[config.mk]
export PLATFORM = sky130hd
export DESIGN_NAME = i2c_slave_rsp
export DESIGN_NICKNAME = d
export VERILOG_FILES = /design/src/rtl/i2c_pkg.sv /design/src/rtl/i2c_cond_det.sv /design/src/rtl/i2c_slave_rsp.sv
export SDC_FILE = /design/constraint.sdc
export NUM_CORES = 1
export LEC_CHECK = 0
export BUFFER_PORTS_ARGS = -buffer_cell sky130_fd_sc_hd__buf_2
export CORE_UTILIZATION = 55
export CTS_CLUSTER_SIZE = 14
export DETAILED_ROUTE_END_ITERATION = 8
export PLACE_DENSITY = 0.76
export SYNTH_ARGS = -nofsm -noshare
export SYNTH_HDL_FRONTEND = slang
export SYNTH_HIERARCHICAL = 1
export SYNTH_SLANG_ARGS = --single-unit
export TNS_END_PERCENT = 5
[constraint.sdc]
create_clock -name clk_i -period 4.7 [get_ports clk_i]
set_input_delay 0.235 -clock clk_i [delete_from_list [all_inputs] [get_ports clk_i]]
set_output_delay 0.235 -clock clk_i [all_outputs]
set_load 0.02 [all_outputs]
[src/rtl/i2c_pkg.sv]
// Shared I2C types and constants.
// Used by the condition detector and the slave responder FSM.
package i2c_pkg;

    localparam int I2C_ADDR_BITS = 7;

    typedef enum logic {
        WRITE = 1'b0,
        READ  = 1'b1
    } i2c_op_t;

    typedef logic [3:0] i2c_slave_state_t;

    localparam i2c_slave_state_t S_IDLE     = 4'd0;
    localparam i2c_slave_state_t S_ADDR     = 4'd1;
    localparam i2c_slave_state_t S_ADDR_ACK = 4'd2;
    localparam i2c_slave_state_t S_WR_DATA  = 4'd3;
    localparam i2c_slave_state_t S_WR_ACK   = 4'd4;
    localparam i2c_slave_state_t S_RD_WAIT  = 4'd5;
    localparam i2c_slave_state_t S_RD_DATA  = 4'd6;
    localparam i2c_slave_state_t S_RD_ACK   = 4'd7;
    localparam i2c_slave_state_t S_IGNORE   = 4'd8;

    function automatic logic addr_hit(
        input logic [I2C_ADDR_BITS:0]   bus_byte,
        input logic [I2C_ADDR_BITS-1:0] own
    );
        return bus_byte[I2C_ADDR_BITS:1] == own;
    endfunction

endpackage

[src/rtl/i2c_cond_det.sv]
// Bus synchronizers, scl edge detection and START/STOP detection.
// All outputs derive from the synchronized copies only.
module i2c_cond_det (
    input  logic clk_i,
    input  logic rst_ni,
    input  logic scl_i,
    input  logic sda_i,
    output logic sda_s_o,
    output logic scl_rise_o,
    output logic scl_fall_o,
    output logic start_o,
    output logic stop_o
);

    logic [1:0] scl_sync_q;
    logic [1:0] sda_sync_q;
    logic       scl_prev_q;
    logic       sda_prev_q;
    logic       scl_s;
    logic       sda_s;

    // Idle bus is high, so everything resets to 1 to avoid phantom edges.
    always_ff @(posedge clk_i or negedge rst_ni) begin
        if (!rst_ni) begin
            scl_sync_q <= 2'b11;
            sda_sync_q <= 2'b11;
            scl_prev_q <= 1'b1;
            sda_prev_q <= 1'b1;
        end else begin
            scl_sync_q <= {scl_sync_q[0], scl_i};
            sda_sync_q <= {sda_sync_q[0], sda_i};
            scl_prev_q <= scl_sync_q[1];
            sda_prev_q <= sda_sync_q[1];
        end
    end

    assign scl_s      = scl_sync_q[1];
    assign sda_s      = sda_sync_q[1];
    assign sda_s_o    = sda_s;
    assign scl_rise_o = scl_s & ~scl_prev_q;
    assign scl_fall_o = ~scl_s & scl_prev_q;
    assign start_o    = scl_s & scl_prev_q & sda_prev_q & ~sda_s;
    assign stop_o     = scl_s & scl_prev_q & ~sda_prev_q & sda_s;

endmodule

[src/rtl/i2c_slave_rsp.sv]
// I2C slave responder: single 7-bit address, byte write strobe,
// read byte handshake with clock stretching while data is pending.
module i2c_slave_rsp
    import i2c_pkg::*;
#(
    parameter logic [I2C_ADDR_BITS-1:0] SLAVE_ADDR     = 7'h22,
    parameter int                       I2C_DATA_WIDTH = 8
) (
    input  logic                      clk_i,
    input  logic                      rst_ni,
    input  logic                      scl_i,
    input  logic                      sda_i,
    output logic                      scl_o,
    output logic                      sda_o,
    output logic [I2C_DATA_WIDTH-1:0] wr_data_o,
    output logic                      wr_valid_o,
    output logic                      rd_req_o,
    input  logic [I2C_DATA_WIDTH-1:0] rd_data_i,
    input  logic                      rd_valid_i,
    output logic                      start_o,
    output logic                      stop_o,
    output logic                      busy_o
);

    localparam int DW = I2C_DATA_WIDTH;
    localparam int CW = $clog2(DW);
    localparam logic [CW-1:0] LAST = CW'(DW - 1);

    logic sda_s, scl_rise, scl_fall, cond_start, cond_stop;

    i2c_cond_det u_cond (
        .clk_i      (clk_i),
        .rst_ni     (rst_ni),
        .scl_i      (scl_i),
        .sda_i      (sda_i),
        .sda_s_o    (sda_s),
        .scl_rise_o (scl_rise),
        .scl_fall_o (scl_fall),
        .start_o    (cond_start),
        .stop_o     (cond_stop)
    );

    i2c_slave_state_t state_q, state_d;
    logic [CW-1:0]    bitcnt_q, bitcnt_d;
    logic [DW-1:0]    shreg_q, shreg_d;
    logic [DW-1:0]    rdbuf_q, rdbuf_d;
    logic [DW-1:0]    wrdata_q, wrdata_d;
    i2c_op_t          rw_q, rw_d;
    logic             have_q, have_d;
    logic             ack_q, ack_d;
    logic             stretch_q, stretch_d;
    logic             sda_q, sda_d;
    logic             scl_q, scl_d;
    logic             wrvalid_q, wrvalid_d;
    logic             rdreq_q, rdreq_d;
    logic             start_q, start_d;
    logic             stop_q, stop_d;
    logic             busy_q, busy_d;
    logic [DW-1:0]    rx_byte;

    assign rx_byte = {shreg_q[DW-2:0], sda_s};

    always_comb begin
        state_d   = state_q;
        bitcnt_d  = bitcnt_q;
        shreg_d   = shreg_q;
        rdbuf_d   = rdbuf_q;
        wrdata_d  = wrdata_q;
        rw_d      = rw_q;
        have_d    = have_q;
        ack_d     = ack_q;
        stretch_d = stretch_q;
        sda_d     = sda_q;
        scl_d     = scl_q;
        rdreq_d   = rdreq_q;
        busy_d    = busy_q;
        wrvalid_d = 1'b0;
        start_d   = 1'b0;
        stop_d    = 1'b0;

        if (rdreq_q && rd_valid_i) begin
            rdbuf_d = rd_data_i;
            have_d  = 1'b1;
            rdreq_d = 1'b0;
        end

        if (cond_start || cond_stop) begin
            // Bus conditions override everything, including a same-cycle read byte.
            state_d   = cond_start ? S_ADDR : S_IDLE;
            start_d   = cond_start;
            stop_d    = cond_stop;
            busy_d    = cond_start;
            bitcnt_d  = '0;
            sda_d     = 1'b1;
            scl_d     = 1'b1;
            ack_d     = 1'b0;
            stretch_d = 1'b0;
            rdreq_d   = 1'b0;
            have_d    = 1'b0;
        end else begin
            case (state_q)
                S_ADDR: begin
                    if (scl_rise) begin
                        shreg_d  = rx_byte;
                        bitcnt_d = bitcnt_q + 1'b1;
                        if (bitcnt_q == LAST) begin
                            bitcnt_d = '0;
                            rw_d     = i2c_op_t'(sda_s);
                            ack_d    = 1'b0;
                            state_d  = addr_hit(rx_byte[I2C_ADDR_BITS:0], SLAVE_ADDR)
                                     ? S_ADDR_ACK : S_IGNORE;
                        end
                    end
                end
                S_ADDR_ACK: begin
                    if (scl_fall) begin
                        if (!ack_q) begin
                            sda_d = 1'b0;
                            ack_d = 1'b1;
                            if (rw_q == READ) begin
                                rdreq_d = 1'b1;
                                have_d  = 1'b0;
                                ack_d   = 1'b0;
                                state_d = S_RD_WAIT;
                            end
                        end else begin
                            sda_d    = 1'b1;
                            ack_d    = 1'b0;
                            bitcnt_d = '0;
                            state_d  = S_WR_DATA;
                        end
                    end
                end
                S_WR_DATA: begin
                    if (scl_rise) begin
                        shreg_d  = rx_byte;
                        bitcnt_d = bitcnt_q + 1'b1;
                        if (bitcnt_q == LAST) begin
                            bitcnt_d  = '0;
                            wrdata_d  = rx_byte;
                            wrvalid_d = 1'b1;
                            ack_d     = 1'b0;
                            state_d   = S_WR_ACK;
                        end
                    end
                end
                S_WR_ACK: begin
                    if (scl_fall) begin
                        sda_d = ack_q;
                        ack_d = ~ack_q;
                        if (ack_q) begin
                            state_d = S_WR_DATA;
                        end
                    end
                end
                S_RD_WAIT: begin
                    // While stretching, set sda one cycle before releasing scl.
                    if (!stretch_q) begin
                        if (scl_fall) begin
                            if (have_q) begin
                                sda_d    = rdbuf_q[DW-1];
                                shreg_d  = {rdbuf_q[DW-2:0], 1'b0};
                                have_d   = 1'b0;
                                bitcnt_d = '0;
                                state_d  = S_RD_DATA;
                            end else begin
                                sda_d     = 1'b1;
                                scl_d     = 1'b0;
                                stretch_d = 1'b1;
                                ack_d     = 1'b0;
                            end
                        end
                    end else if (ack_q) begin
                        scl_d     = 1'b1;
                        stretch_d = 1'b0;
                        ack_d     = 1'b0;
                        state_d   = S_RD_DATA;
                    end else if (have_q) begin
                        sda_d    = rdbuf_q[DW-1];
                        shreg_d  = {rdbuf_q[DW-2:0], 1'b0};
                        have_d   = 1'b0;
                        bitcnt_d = '0;
                        ack_d    = 1'b1;
                    end
                end
                S_RD_DATA: begin
                    if (scl_fall) begin
                        if (bitcnt_q == LAST) begin
                            sda_d    = 1'b1;
                            bitcnt_d = '0;
                            state_d  = S_RD_ACK;
                        end else begin
                            sda_d    = shreg_q[DW-1];
                            shreg_d  = {shreg_q[DW-2:0], 1'b0};
                            bitcnt_d = bitcnt_q + 1'b1;
                        end
                    end
                end
                S_RD_ACK: begin
                    if (scl_rise) begin
                        if (!sda_s) begin
                            rdreq_d = 1'b1;
                            have_d  = 1'b0;
                            state_d = S_RD_WAIT;
                        end else begin
                            state_d = S_IGNORE;
                        end
                    end
                end
                default: begin
                end
            endcase
        end
    end

    always_ff @(posedge clk_i or negedge rst_ni) begin
        if (!rst_ni) begin
            state_q   <= S_IDLE;
            bitcnt_q  <= '0;
            shreg_q   <= '0;
            rdbuf_q   <= '0;
            wrdata_q  <= '0;
            rw_q      <= WRITE;
            have_q    <= 1'b0;
            ack_q     <= 1'b0;
            stretch_q <= 1'b0;
            sda_q     <= 1'b1;
            scl_q     <= 1'b1;
            wrvalid_q <= 1'b0;
            rdreq_q   <= 1'b0;
            start_q   <= 1'b0;
            stop_q    <= 1'b0;
            busy_q    <= 1'b0;
        end else begin
            state_q   <= state_d;
            bitcnt_q  <= bitcnt_d;
            shreg_q   <= shreg_d;
            rdbuf_q   <= rdbuf_d;
            wrdata_q  <= wrdata_d;
            rw_q      <= rw_d;
            have_q    <= have_d;
            ack_q     <= ack_d;
            stretch_q <= stretch_d;
            sda_q     <= sda_d;
            scl_q     <= scl_d;
            wrvalid_q <= wrvalid_d;
            rdreq_q   <= rdreq_d;
            start_q   <= start_d;
            stop_q    <= stop_d;
            busy_q    <= busy_d;
        end
    end

    assign scl_o      = scl_q;
    assign sda_o      = sda_q;
    assign wr_data_o  = wrdata_q;
    assign wr_valid_o = wrvalid_q;
    assign rd_req_o   = rdreq_q;
    assign start_o    = start_q;
    assign stop_o     = stop_q;
    assign busy_o     = busy_q;

endmodule

# After elaboration in Yosys (flattened, before gate mapping)
# Cells that the tools add are included.
# Widths: inputs -> output; s select.
classes:
  add_sub_neg: 1
  eq_ne: 36
  n_mux: 101
  bitwise: 13
  reduce_logical: 18
op_table:
  columns: ["op", "n"]
  rows:
  - ["$mux 4", 19]
  - ["$mux 1", 58]
  - ["$mux 8", 7]
  - ["$ne 3x3->1 const B", 13]
  - ["$mux 3", 10]
  - ["$ne 4x4->1 const B", 7]
  - ["$pmux 4 s7", 1]
  - ["$reduce_and 7->1", 4]
  - ["$pmux 8 s3", 1]
  - ["$eq 4x3->1 const B", 4]
  - ["$reduce_and 15->1", 1]
  - ["$reduce_bool 5->1", 3]
  - ["$pmux 3 s4", 1]
  - ["$reduce_and 4->1", 3]
  - ["$ne 3x1->1 const B", 3]
  - ["$eq 4x2->1 const B", 2]
  - ["$pmux 1 s4", 2]
  - ["$reduce_bool 8->1", 1]
  - ["$and 1x1->1", 7]
  - ["$eq 7x6->1 const B", 1]
  - ["$not 1->1", 6]
  - ["$reduce_bool 3->1", 2]
  - ["$eq 4x1->1 const B", 1]
  - ["$ne 2x2->1 const B", 2]
  - ["other kinds (10)", 10]
word_totals:
  register_bits: 48
  inputBits: 13
  word_cells: 189

# Logic depth before layout (Yosys ltp)
logic_depth:
  ltp_word: 7
  ltp_mapped: 8
  ltp_nobuf: 7

# By module
# Netlist, hierarchy kept.
by_module_without_submodules:
  columns: ["module", "instances", "cells_each", "area_per_inst_um2"]
  rows:
  - ["i2c_slave_rsp", 1, 232, 2257.2]
  - ["i2c_cond_det", 1, 10, 190.2]

# Least setup slack after synthesis
# No wires, ideal clock.
synth_timing:
  path_kind: "reg-to-reg"
  from: "register u_cond.sda_sync_q[1]"
  to: "register state_q[0]"
  arrival_ns: 2.131
  path_slack_ns: 2.444
  stages_incl_launch_ff: 8
  period_less_slack_ns: 2.256
  cell_sequence: "dfstp_2 -> and4b_1 -> or3_1 -> a21oi_1 -> nor2b_1 -> or4_1 -> buf_2 -> mux2_4"
synth_lines:
  columns: ["element", "line", "text"]
  rows:
  - ["start, declared", "i2c_cond_det.sv:16", "logic [1:0] sda_sync_q;"]
  - ["start signal, assigned", "i2c_cond_det.sv:31", "sda_sync_q <= {sda_sync_q[0], sda_i};"]
  - ["$and 1x1->1 *", "i2c_cond_det.sv:43", "assign stop_o = scl_s & scl_prev_q & ~sda_prev_q & sda_s;"]
  - ["via cond_stop", "i2c_slave_rsp.sv:29", "logic sda_s, scl_rise, scl_fall, cond_start, cond_stop;"]
  - ["$logic_or 1x1->1 *", "i2c_slave_rsp.sv:87", "if (cond_start || cond_stop) begin"]
  - ["$reduce_bool 8->1 (no line) (tied with other cells)", null, null]
  - ["$reduce_and 15->1 (no line)", null, null]
  - ["end signal, assigned", "i2c_slave_rsp.sv:235", "state_q <= state_d;"]
  - ["end, declared", "i2c_slave_rsp.sv:43", "i2c_slave_state_t state_q, state_d;"]
# The timed path passes the listed nets; every way through them passes the cells marked *. The select of a mux whose other input is x is not followed.
# A chain may end at the register's enable or synchronous reset.

# Worst setup path after layout
layout_timing:
  from: "register u_cond.sda_sync_q[1]"
  to: "register wrdata_q[7], in the netlist wr_data_o[7]"
layout_between:
  elab_chain_len: 5
layout_rtl:
  columns: ["element", "line", "text"]
  rows:
  - ["$not 1->1", "i2c_cond_det.sv:42", "assign start_o = scl_s & scl_prev_q & sda_prev_q & ~sda_s;"]
  - ["$and 1x1->1", "i2c_cond_det.sv:42", null]
  - ["via cond_start", "i2c_slave_rsp.sv:29", null]
  - ["$logic_or 1x1->1", "i2c_slave_rsp.sv:87", null]
  - ["$not 1->1 (no line)", null, null]
  - ["$reduce_and 4->1 (no line)", null, null]
  - ["end signal, assigned", "i2c_slave_rsp.sv:239", "wrdata_q <= wrdata_d;"]
  - ["end, declared", "i2c_slave_rsp.sv:47", "logic [DW-1:0] wrdata_q, wrdata_d;"]
# The timed path passes the listed nets, and every way through them passes these cells.

==> flow_metrics.env <==
export IMPL_status="completed"
export IMPL_peakVddDrop_mv=0.217
export IMPL_die_x_um=68.7
export IMPL_startpoint_type="register"
export IMPL_firstDrtPassIters=5
export IMPL_cts_root_buf="clkbuf_8"
export IMPL_wl_met2_mm=2.24
export IMPL_die_h_um=68.7
export IMPL_clk_latency_ns=0.31
export IMPL_viasPerCell=5.98
export IMPL_syn_area_um2=2450
export IMPL_worstSetupPathType="reg -> reg"
export IMPL_grt_max_degree=49
export IMPL_wl_met1_mm=2.52
export IMPL_worstPathRequired_ns=4.90
export IMPL_cts_sinks=48
export IMPL_wl_met3_um=345
export IMPL_placedInstanceArea_um2=2570
export IMPL_power_density_nw_per_um2=354
export IMPL_drc=0
export IMPL_rsz0062_at_grt="no"
export IMPL_end_kind="register"
export IMPL_synth_async_reset_ratio_pct=100
export IMPL_grt_overflow=0
export IMPL_drt_initial_drc_count=161
export IMPL_hold_class="in -> reg"
export IMPL_cts_buffers_inserted=5
export IMPL_power_leakage_uw=0.00122
export IMPL_worst_pin_slew_ns=1.06
export IMPL_post_cts_buffers=0
export IMPL_wl_per_cell_um=16.6
export IMPL_synthCells=242
export IMPL_skew_ns=0.0118
export IMPL_dp_hpwl_mm=3.48
export IMPL_holdBufCountCts=0
export IMPL_cts_htree_levels=2
export IMPL_synth_nets=257
export IMPL_grt_use_total_pct=24.5
export IMPL_detail_route_wirelength_mm=5.18
export IMPL_yosysWarnings=6
export IMPL_core_rowCount=23
export IMPL_dr_total_vias=1867
export IMPL_ys_seq_area_share_pct=49.5
export IMPL_diodes=0
export IMPL_period_minus_slack_ns=2.63
export IMPL_rr_startpoint="u_cond/sda_sync_q[1]$_DFF_PN1_"
export IMPL_hold_start="sda_i"
export IMPL_final_setup_viol_count=0
export IMPL_cp_arrival_ns=2.83
export IMPL_grt_antenna_before_repair=0
export IMPL_final_fill_count=359
export IMPL_maxCapViolCount=0
export IMPL_path_clk_slew_ns=0.09
export IMPL_ys_flop_type="dfrtp_1"
export IMPL_core_um2=4140
export IMPL_fin_area_um2=2670
export IMPL_clock_fmax_mhz=380
export IMPL_cts_path_max_buffers=2
export IMPL_postSynthAreaPerCell_um2=10.1
export IMPL_syn2layout_area_growth_pct=9.05
export IMPL_drt_antenna_violating_nets=0
export IMPL_synth_edff_count=0
export IMPL_grt_pass1_vias=1693
export IMPL_hold_viol_final=0
export IMPL_setup_tns_final_ns=0
export IMPL_synth_seq_cells=48
export IMPL_crit_start="u_cond/sda_sync_q[1]$_DFF_PN1_"
export IMPL_ios=28
export IMPL_cts_tree="yes"
export IMPL_fin_crit_sh_pct=55.9
export IMPL_maxSlewViolCount=0
export IMPL_gp_congestion=1.02
export IMPL_drive_gt1_share_pct=27.9
export IMPL_start_util_pct=59.1
export IMPL_grt_pass1_wl_mm=8.36
export IMPL_cts_resized=0
export IMPL_max_slew_margin_pct=29.5
export IMPL_numPortBuffers=27
export IMPL_fin_nets=276
export IMPL_synth_cell_types=52
export IMPL_design_die_area_um2=4720
export IMPL_top_layer="met4"
export IMPL_cp_max_fo=10
[worst max-delay path: stages (launching register included)]
cell and delay [ns]:
dfstp_2 0.63, and4b_1 0.26, nor2_1 0.42, nand3_1 0.21, nor3_2 0.60, mux2_2 0.41
[cells in the final DEF (no fill, tap or decap), types with 2 or more instances in the layout]
master	netlist	routed
nand2b_1	2	2
nor3b_1	2	2
a21oi_1	20	20
nor2b_1	8	8
mux2_2	16	16
mux2_4	3	3
clkinvlp_4	0	2
nor3_1	4	4
a31oi_1	10	10
or2_2	2	2
ha_1	2	2
o211ai_1	2	2
nor2_1	20	20
inv_1	9	9
or4_1	2	2
nand3_1	6	6
dfrtp_1	40	40
clkbuf_8	0	6
o21ai_0	9	9
nand2_1	24	24
mux2i_1	4	4
and4b_1	2	2
a211oi_1	2	2
a211o_1	2	2
mux2_1	2	2
nand4_1	3	3
dfstp_2	8	8
buf_2	6	27
[per-layer routing]
metal  vias to the layer above  GRT usage, %
li1                        897             -
met1                       881          36.2
met2                        79          35.3
met3                        10          4.93
met4                         0          9.18
met5                         -             0
[flip-flops by register name, indices dropped and copies added (netlist names), 2 cells and up]
register,count
rdbuf_q,8
u_cond/sda_sync_q,2
shreg_q,8
bitcnt_q,3
u_cond/scl_sync_q,2
state_q,4
wr_data_o,8
[worst paths after layout]
path                                             endpoint  slack [ns]  depth (start not counted)
setup / recovery                 wr_data_o[7]$_DFFE_PN0P_        2.07                          5
hold / removal             u_cond/sda_sync_q[0]$_DFF_PN1_        0.03                          1
setup reg to reg                 wr_data_o[7]$_DFFE_PN0P_        2.07                          5
hold reg to reg            u_cond/scl_sync_q[1]$_DFF_PN1_        0.36                          0
max in group asynchronous          state_q[1]$_DFFE_PN0P_        3.93                          1
min in group asynchronous              rd_req_o$_DFF_PN0_        0.11                          1
[area by class of cell]
cell class                 count  area (um^2)  area share (%)
multi-input combinational    168         1120            41.9
tap                           50         62.6            2.34
timing repair buffer          28          143            5.34
sequential                    48         1210            45.4
clock inverter                 2         15.0           0.563
inverter                      10         37.5            1.41
clock buffer                   6         82.6            3.09
[through the flow]
| stage | total power [uW] | setup slack [ns] | instances | hold slack [ns] | utilization [%] |
|---|---|---|---|---|---|
| after floorplan | 634 | 2.44 | 242 | -0.0606 | - |
| after global placement | 679 | 2.17 | 304 | 0.342 | 62.0 |
| after detailed placement | 686 | 2.14 | 304 | 0.341 | 62.0 |
| after CTS | 949 | 2.12 | 312 | 0.0200 | 64.4 |
| after global routing | 997 | 1.87 | 312 | 0.0184 | 64.4 |
| final | 945 | 2.07 | 312 | 0.0283 | 64.4 |
[where the power goes]
group	switching, uW	leakage [uW]	internal, uW
registers	69.8	0.000611	467
logic	80.7	0.000568	66.2
clock network	142	0.0000434	119
total	292	0.00122	653
[synthesized netlist by cell type (all sizes together), types with 4 or more instances]
| cell type | n | area share, % |
|---|---|---|
| a21oi | 20 | 4.1 |
| nor2b | 8 | 2.0 |
| a31oi | 10 | 2.6 |
| nor3 | 5 | 1.2 |
| nand2 | 24 | 3.7 |
| nand3 | 6 | 1.2 |
| mux2 | 21 | 10 |
| o21ai | 11 | 2.4 |
| inv | 10 | 1.5 |
| dfrtp | 40 | 41 |
| buf | 9 | 2.5 |
| nor2 | 20 | 3.1 |
| clkbuf | 7 | 1.1 |
| mux2i | 4 | 1.6 |
| dfstp | 8 | 8.6 |
[logic make-up (layout without fill, tap and decap cells)]
| family | Yosys count | count (layout) | synth area share, % |
|---|---|---|---|
| AO/OA/AOI/OAI | 59 | 59 | 15.6 |
| flip-flops | 48 | 48 | 49.5 |
| adder cells (fa/ha/maj) | 2 | 2 | 1.02 |
| buffers and inverters | 26 | 46 | 5.11 |
| multiplexers | 25 | 25 | 11.8 |
| AND/OR/NAND/NOR | 82 | 82 | 17.0 |
Power figures use the tool's default switching activity.
